### src/rtl/dht11_sched_pkg.sv
// Shared definitions for the DHT11 read scheduler.
// Holds the scheduler state encoding, the error-counter ceiling and the
// helper that turns a clock frequency into a 1 ms tick divisor.
package dht11_sched_pkg;

  typedef enum logic [1:0] {
    IDLE      = 2'd0,
    ISSUE     = 2'd1,
    WAIT_DONE = 2'd2,
    GAP       = 2'd3
  } sched_state_t;

  localparam int unsigned ERR_CNT_MAX = 255;

  // Clock cycles per millisecond, never less than one so the tick
  // generator stays well formed for very slow clocks.
  function automatic int unsigned ms_tick_div(input int unsigned clk_hz);
    return (clk_hz / 1000 > 0) ? clk_hz / 1000 : 1;
  endfunction

endpackage

### src/rtl/dht11_scheduler_tick.sv
// tick_gen_1m: free-running millisecond tick generator.
// Ports:
//   clk   - system clock
//   rst_n - asynchronous active-low reset
//   tick  - one-cycle pulse every CLK_HZ/1000 cycles
module tick_gen_1m #(
  parameter int unsigned CLK_HZ = 100_000_000
) (
  input  logic clk,
  input  logic rst_n,
  output logic tick
);
  import dht11_sched_pkg::*;

  localparam int unsigned DIV   = ms_tick_div(CLK_HZ);
  localparam int unsigned CNT_W = (DIV > 1) ? $clog2(DIV) : 1;

  logic [CNT_W-1:0] cnt;

  // Divider wraps on its last count and emits the tick in the same edge,
  // so the tick is registered and one cycle wide.
  always_ff @(posedge clk or negedge rst_n) begin
    if (!rst_n) begin
      cnt  <= '0;
      tick <= 1'b0;
    end else if (cnt == CNT_W'(DIV - 1)) begin
      cnt  <= '0;
      tick <= 1'b1;
    end else begin
      cnt  <= cnt + CNT_W'(1);
      tick <= 1'b0;
    end
  end

endmodule

### src/rtl/dht11_scheduler.sv
// dht11_scheduler: sequences reads of the DHT11 controller.
// Merges manual requests with a periodic auto-read timer, enforces the
// inter-read gap and a response timeout, retries failed reads and keeps
// the last good humidity/temperature pair.
// Ports:
//   clk, rst_n          - clock, asynchronous active-low reset
//   manual_req          - one-cycle read request
//   auto_en             - level, enables periodic reads
//   dht_done/dht_valid  - controller completion and checksum status
//   dht_humidity/_temperature - raw controller data
//   dht_start           - one-cycle start pulse to the controller
//   busy                - a transaction or its trailing gap is in progress
//   humidity/temperature, data_valid, update - last good reading
//   fail, err_cnt       - retry exhaustion flag, saturating error count
module dht11_scheduler #(
  parameter int unsigned CLK_HZ     = 100_000_000,
  parameter int unsigned PERIOD_MS  = 2000,
  parameter int unsigned MIN_GAP_MS = 1200,
  parameter int unsigned TIMEOUT_MS = 30,
  parameter int unsigned MAX_RETRY  = 3
) (
  input  logic        clk,
  input  logic        rst_n,
  input  logic        manual_req,
  input  logic        auto_en,
  input  logic        dht_done,
  input  logic        dht_valid,
  input  logic [15:0] dht_humidity,
  input  logic [15:0] dht_temperature,
  output logic        dht_start,
  output logic        busy,
  output logic [15:0] humidity,
  output logic [15:0] temperature,
  output logic        data_valid,
  output logic        update,
  output logic        fail,
  output logic [7:0]  err_cnt
);
  import dht11_sched_pkg::*;

  localparam int unsigned MS_MAX_A = (PERIOD_MS > MIN_GAP_MS) ? PERIOD_MS : MIN_GAP_MS;
  localparam int unsigned MS_MAX   = (MS_MAX_A > TIMEOUT_MS) ? MS_MAX_A : TIMEOUT_MS;
  localparam int unsigned MS_W     = $clog2(MS_MAX + 1);
  localparam int unsigned RETRY_W  = (MAX_RETRY > 0) ? $clog2(MAX_RETRY + 1) : 1;

  sched_state_t state, next_state;

  logic               tick;
  logic [MS_W-1:0]    ms_cnt;
  logic [MS_W-1:0]    auto_cnt;
  logic               pend;
  logic               retry_pend;
  logic [RETRY_W-1:0] retry_cnt;

  logic auto_fire;
  logic take_req;
  logic timeout_hit;
  logic gap_done;
  logic good_rd;
  logic bad_rd;
  logic retry_left;

  tick_gen_1m #(
    .CLK_HZ(CLK_HZ)
  ) u_tick (
    .clk  (clk),
    .rst_n(rst_n),
    .tick (tick)
  );

  assign auto_fire   = auto_en && tick && (auto_cnt == MS_W'(PERIOD_MS - 1));
  assign take_req    = (state == IDLE) && (pend || retry_pend);
  assign timeout_hit = (ms_cnt >= MS_W'(TIMEOUT_MS));
  assign gap_done    = (ms_cnt >= MS_W'(MIN_GAP_MS));
  // A valid done wins over a timeout that lands in the same cycle.
  assign good_rd     = (state == WAIT_DONE) && dht_done && dht_valid;
  assign bad_rd      = (state == WAIT_DONE) &&
                       ((dht_done && !dht_valid) || (!dht_done && timeout_hit));
  assign retry_left  = (retry_cnt < RETRY_W'(MAX_RETRY));

  // State register.
  always_ff @(posedge clk or negedge rst_n) begin
    if (!rst_n) begin
      state <= IDLE;
    end else begin
      state <= next_state;
    end
  end

  // Next-state logic. Leaving WAIT_DONE on the first done cycle is what
  // makes a multi-cycle done level count as a single completion.
  always_comb begin
    next_state = state;
    unique case (state)
      IDLE:      if (take_req) next_state = ISSUE;
      ISSUE:     next_state = WAIT_DONE;
      WAIT_DONE: if (good_rd || bad_rd) next_state = GAP;
      GAP:       if (gap_done) next_state = IDLE;
      default:   next_state = IDLE;
    endcase
  end

  // Outputs decoded from the current state.
  always_comb begin
    dht_start = (state == ISSUE);
    busy      = (state != IDLE);
  end

  // Auto-read period counter; held at zero while auto mode is off so each
  // enable starts a full period.
  always_ff @(posedge clk or negedge rst_n) begin
    if (!rst_n) begin
      auto_cnt <= '0;
    end else if (!auto_en) begin
      auto_cnt <= '0;
    end else if (tick) begin
      auto_cnt <= (auto_cnt == MS_W'(PERIOD_MS - 1)) ? '0 : auto_cnt + MS_W'(1);
    end
  end

  // Millisecond counter shared by the timeout and the gap; restarted on
  // issue and again on entry to GAP, and saturating so it cannot wrap.
  always_ff @(posedge clk or negedge rst_n) begin
    if (!rst_n) begin
      ms_cnt <= '0;
    end else if ((state == ISSUE) || ((state != GAP) && (next_state == GAP))) begin
      ms_cnt <= '0;
    end else if (tick && ((state == WAIT_DONE) || (state == GAP)) &&
                 (ms_cnt != MS_W'(MS_MAX))) begin
      ms_cnt <= ms_cnt + MS_W'(1);
    end
  end

  // Request flags. Consumption takes priority, so a request arriving in
  // the cycle a read is committed is folded into that read.
  always_ff @(posedge clk or negedge rst_n) begin
    if (!rst_n) begin
      pend       <= 1'b0;
      retry_pend <= 1'b0;
    end else if (take_req) begin
      pend       <= 1'b0;
      retry_pend <= 1'b0;
    end else begin
      if (manual_req || auto_fire) pend <= 1'b1;
      if (bad_rd && retry_left) retry_pend <= 1'b1;
    end
  end

  // Result bookkeeping: reading latch, retry accounting and error status.
  always_ff @(posedge clk or negedge rst_n) begin
    if (!rst_n) begin
      humidity    <= '0;
      temperature <= '0;
      data_valid  <= 1'b0;
      update      <= 1'b0;
      fail        <= 1'b0;
      err_cnt     <= '0;
      retry_cnt   <= '0;
    end else begin
      update <= good_rd;
      if (good_rd) begin
        humidity    <= dht_humidity;
        temperature <= dht_temperature;
        data_valid  <= 1'b1;
        fail        <= 1'b0;
        retry_cnt   <= '0;
      end else if (bad_rd) begin
        if (err_cnt != 8'(ERR_CNT_MAX)) err_cnt <= err_cnt + 8'd1;
        if (retry_left) begin
          retry_cnt <= retry_cnt + RETRY_W'(1);
        end else begin
          fail      <= 1'b1;
          retry_cnt <= '0;
        end
      end
    end
  end

endmodule

### config.mk
export PLATFORM = sky130hd
export DESIGN_NAME = dht11_scheduler
export DESIGN_NICKNAME = d
export VERILOG_FILES = /design/src/rtl/dht11_sched_pkg.sv /design/src/rtl/dht11_scheduler_tick.sv /design/src/rtl/dht11_scheduler.sv
export SDC_FILE = /design/constraint.sdc
export NUM_CORES = 1
export LEC_CHECK = 0
export BUFFER_PORTS_ARGS = -buffer_cell sky130_fd_sc_hd__buf_2
export CORE_UTILIZATION = 40
export CTS_CLUSTER_DIAMETER = 200
export CTS_CLUSTER_SIZE = 30
export DETAILED_ROUTE_END_ITERATION = 12
export SLEW_MARGIN = 20
export SYNTH_ARGS = -nofsm -noshare
export SYNTH_HDL_FRONTEND = slang
export SYNTH_SLANG_ARGS = --single-unit
### constraint.sdc
create_clock -name clk -period 5.55 [get_ports clk]
set_input_delay 0 -clock clk [delete_from_list [all_inputs] [get_ports clk]]
set_output_delay 0 -clock clk [all_outputs]
set_load 0.02 [all_outputs]
==> flow_summary_export.csv <==
group,metric,value,unit
placement,post-place-cells,559,
pwr,cellLeakagePower,2.44,nW
synthesis,synth_top_flop_cell,"sky130_fd_sc_hd__dfrtp_1",
synthesis,netlist_instances,351,
placement,routabilityCongestion,0.842,
synthesis,synth-seq-area-share,55.0,%
synthesis,syn_avg_cell_area,11.5,um^2
die,start_util,41.5,%
die,floorplan.die_area,0.0105,mm^2
synthesis,synth-async-reset-ratio,100,%
global_routing,antenna_violations_before_repair,0,
drt,ant_nets,0,
timing,worst_max_slew_pin_slew,862,ps
hold_path,worstHoldPathType,"in2reg",
timing,rsz0062_at_grt,"false",
critical_path,worstRegToRegCells,6,
die,die_x,103,um
drt,detail_route.wirelength.met1,3.98,mm
drt,route.detailed.drc,0,
synthesis,synth_edf_count,0,
critical_path,path_max_fanout,14,
finish,finalInstanceArea,0.00520,mm^2
clock_tree,clkSinkCount,89,
synthesis,syn_area,0.00405,mm^2
placement,detailedPlace.worstSlack,2970,ps
pwr,ir_worst_vdd,0.206,mV
drt,route.met2.wl,4.11,mm
timing,maxClockFrequency,0.388,GHz
drt,dr_total_vias,3070,
clock_tree,clock_path_buffers,2,
critical_path,criticalPathCategory,"reg2reg",
pwr,switching_share,30.3,%
drt,highest_layer,"met4",
die,core_footprint,0.00977,mm^2
die,i_o_pin_count,83,
pwr,power_density_over_the_cells,341,mW/mm^2
drt,vias_per_cell,5.02,
timing,finalSetupViolCount,0,
synthesis,synth_area_leaders,"sky130_fd_sc_hd__dfrtp_1 (55%), sky130_fd_sc_hd__mux2_2 (10%), sky130_fd_sc_hd__xor2_1 (3.5%), sky130_fd_sc_hd__xnor2_1 (2.6%), sky130_fd_sc_hd__nand2_1 (2.4%)",
outcome,run_status,"complete, no violations",
clock_tree,clk_pin_slew,80,ps
clock_tree,htree_num_levels,3,
synthesis,yosysWarnings,0,
placement,place.port_buffers,82,
finish,nets,518,
clock_tree,cts_setup_buffers,0,
synthesis,synth_area_leader_cell,"sky130_fd_sc_hd__dfrtp_1",
timing,shortest_clock_period_the_worst_path_allows_after_layout,2580,ps
timing,maxSlewHeadroom,42.5,%
placement,hpwlAfterDp,5.66,mm
critical_path,critPathArrivalTime,2830,ps
global_routing,largest_net_degree_at_the_start_of_global_routing,71,
finish,post_layout_nonfiller_instances,611,
timing,final.hold.worst_slack,24.7,ps
die,std_cell_rows,36,
clock_tree,clock_insertion_delay_worst_skew,350,ps
global_routing,overflow,0,
timing,setup_tns,0,ps
pwr,pwr-share-seq,46.7,%
timing,timing_hold_violations_final,0,
synthesis,ys_seq_elements,89,
synthesis,mappedNetlistNets,396,
global_routing,gr-usage-all-layers,17.2,%
pwr,proportion_of_power_drawn_by_the_clock_network,28.8,%
drt,met3_wirelength,298,um
global_routing,number_of_global_route_vias_before_repair,3020,
pwr,power.net_switching,0.000536,W
hold_path,hold_depth,4,
finish,layout-drive-gt1-share,29.3,%
finish,synthToLayoutAreaGrowth,28.3,%
die,die_h,103,um
drt,post_drt_wl_per_cell,13.9,um
timing,finalCritPeriodShare,46.4,%
drt,drt_pass1_iterations,4,
clock_tree,tritoncts_clock_tree,"yes",
global_routing,global_route_wire_length_before_repair,14.0,mm
clock_tree,cts-buffers-inserted,9,
critical_path,crit_path_end_kind,"register",
critical_path,startpoint_type,"register",
drt,number_of_drc_violations_after_detailed_routing_iteration_0,65,
synthesis,post_synth_num_cell_types,45,
critical_path,timing.critical_path.required,5800,ps
timing,clock-skew-final,7.95,ps
clock_tree,ctsRootBufferMaster,"sky130_fd_sc_hd__clkbuf_8",
synthesis,area_fraction_of_the_dominant_cell_type_after_synthesis,55.0,%
timing,setup_slack,2970,ps
finish,num_antenna_cells,0,
pwr,share_comb_of_total_power,24.5,%
drt,drt_wl_total,8.51,mm
pwr,internal-power,0.00124,W
placement,dpl-instance-area,0.00460,mm^2
timing,report.final.slew_viol_count,0,
flow_run,cap_viol_max_count,0,
[per-stage QoR]
step           utilization (%)  power [W]
5_1_grt                   53.2    0.00187
2_1_floorplan                -    0.00109
6_report                  53.2    0.00177
4_1_cts                   53.2    0.00180
3_3_place_gp              47.1    0.00124
3_5_place_dp              47.1    0.00126
[flip-flops by register name, indices dropped and copies added, names as in the netlist]
| signal | count |
|---|---|
| u_tick.cnt | 17 |
| update | 1 |
| humidity | 16 |
| fail | 1 |
| retry_pend | 1 |
| u_tick.tick | 1 |
| retry_cnt | 2 |
| data_valid | 1 |
| err_cnt | 8 |
| auto_cnt | 11 |
| ms_cnt | 11 |
| temperature | 16 |
| state | 2 |
| pend | 1 |
[power by group through the flow]
stage          registers [W]  logic [W]  clock network [W]
3_5_place_dp        0.000840   0.000417                  0
4_1_cts             0.000829   0.000436           0.000532
5_1_grt             0.000846   0.000468           0.000557
6_report            0.000827   0.000434           0.000510
3_3_place_gp        0.000835   0.000410                  0
2_1_floorplan       0.000964   0.000123                  0
[per-layer routing]
metal,vias to the layer above,GRT usage (%)
li1,1495,-
met1,1503,22.1
met2,60,28.2
met3,12,4.68
met4,0,5.49
met5,-,0
[placed cells by master (no fill, tap or decap), types with 11 or more instances in the layout]
master                           n
sky130_fd_sc_hd__buf_2          81
sky130_fd_sc_hd__clkbuf_8       12
sky130_fd_sc_hd__dfrtp_1        89
sky130_fd_sc_hd__dlygate4sd3_1  36
sky130_fd_sc_hd__inv_1          11
sky130_fd_sc_hd__mux2_2         36
sky130_fd_sc_hd__nand2_1        26
sky130_fd_sc_hd__nand3_1        13
sky130_fd_sc_hd__nand4_1        11
sky130_fd_sc_hd__nor2_1         24
sky130_fd_sc_hd__xnor2_1        12
sky130_fd_sc_hd__xor2_1         16
[Yosys cell counts (2+ instances only)]
cell type	instances
sky130_fd_sc_hd__a311oi_1	3
sky130_fd_sc_hd__inv_1	11
sky130_fd_sc_hd__ha_1	7
sky130_fd_sc_hd__nor2b_1	4
sky130_fd_sc_hd__and3_1	6
sky130_fd_sc_hd__nand2b_1	4
sky130_fd_sc_hd__or3_1	4
sky130_fd_sc_hd__dfrtp_1	89
sky130_fd_sc_hd__nand2_1	26
sky130_fd_sc_hd__or4_1	3
sky130_fd_sc_hd__nor3_1	10
sky130_fd_sc_hd__o31ai_1	3
sky130_fd_sc_hd__a31oi_1	3
sky130_fd_sc_hd__nand3_1	13
sky130_fd_sc_hd__a21oi_1	8
sky130_fd_sc_hd__o21a_1	2
sky130_fd_sc_hd__nor4bb_1	2
sky130_fd_sc_hd__xnor2_1	12
sky130_fd_sc_hd__nor4_1	4
sky130_fd_sc_hd__o21ai_0	10
sky130_fd_sc_hd__nor2_1	24
sky130_fd_sc_hd__a21o_1	2
sky130_fd_sc_hd__mux2_2	36
sky130_fd_sc_hd__and4_1	6
sky130_fd_sc_hd__nand4_1	11
sky130_fd_sc_hd__xor2_1	16
sky130_fd_sc_hd__buf_2	3
sky130_fd_sc_hd__nor4b_1	2
sky130_fd_sc_hd__and2_1	7
sky130_fd_sc_hd__clkbuf_1	5
[final timing paths]
path,startpoint,slack (ps),to
max,ms_cnt[0]$_DFFE_PN0P_,2970,ms_cnt[2]$_DFFE_PN0P_
min,dht_done,20,retry_cnt[1]$_DFFE_PN0P_
max reg2reg,ms_cnt[0]$_DFFE_PN0P_,2970,ms_cnt[2]$_DFFE_PN0P_
min reg2reg,u_tick.cnt[0]$_DFF_PN0_,450,u_tick.cnt[0]$_DFF_PN0_
max in group asynchronous,rst_n,4350,u_tick.cnt[6]$_DFF_PN0_
min in group asynchronous,rst_n,60,auto_cnt[7]$_DFFE_PN0P_
[repair_timing]
| item | in CTS | in global routing |
|---|---|---|
| hold buffers | 36 | 0 |
| gates resized for setup | 0 | 0 |
| endpoints found under the hold margin | 55 | 0 |
[kinds of logic (layout without fill, tap and decap cells)]
kind of cell | Yosys count | count (layout) | synth area share, %
muxes | 37 | 37 | 10.3
DFF | 89 | 89 | 55.0
AOI/OAI and AO/OA | 41 | 41 | 7.35
xor gates and xnor gates | 28 | 28 | 6.05
and+or+nand+nor | 129 | 129 | 17.1
buffers and inverters | 20 | 147 | 2.13
adders and majority gates | 7 | 7 | 2.16
[layout make-up]
cell class,count,area [um^2]
inverter,11,41.3
clock buffer,12,165
timing repair buffer,120,788
sequential,89,2230
fill,865,4570
clock inverter,4,73.8
tap,133,166
multi-input combinational,242,1740
[critical path, cell delays in order, from the launching register on]
cell and delay, ps:
sky130_fd_sc_hd__dfrtp_1 430, sky130_fd_sc_hd__inv_1 80, sky130_fd_sc_hd__ha_1 190, sky130_fd_sc_hd__and4_1 220, sky130_fd_sc_hd__o41ai_4 740, sky130_fd_sc_hd__o21ai_1 480, sky130_fd_sc_hd__a311oi_1 320
(Power assumes the default switching activity.)
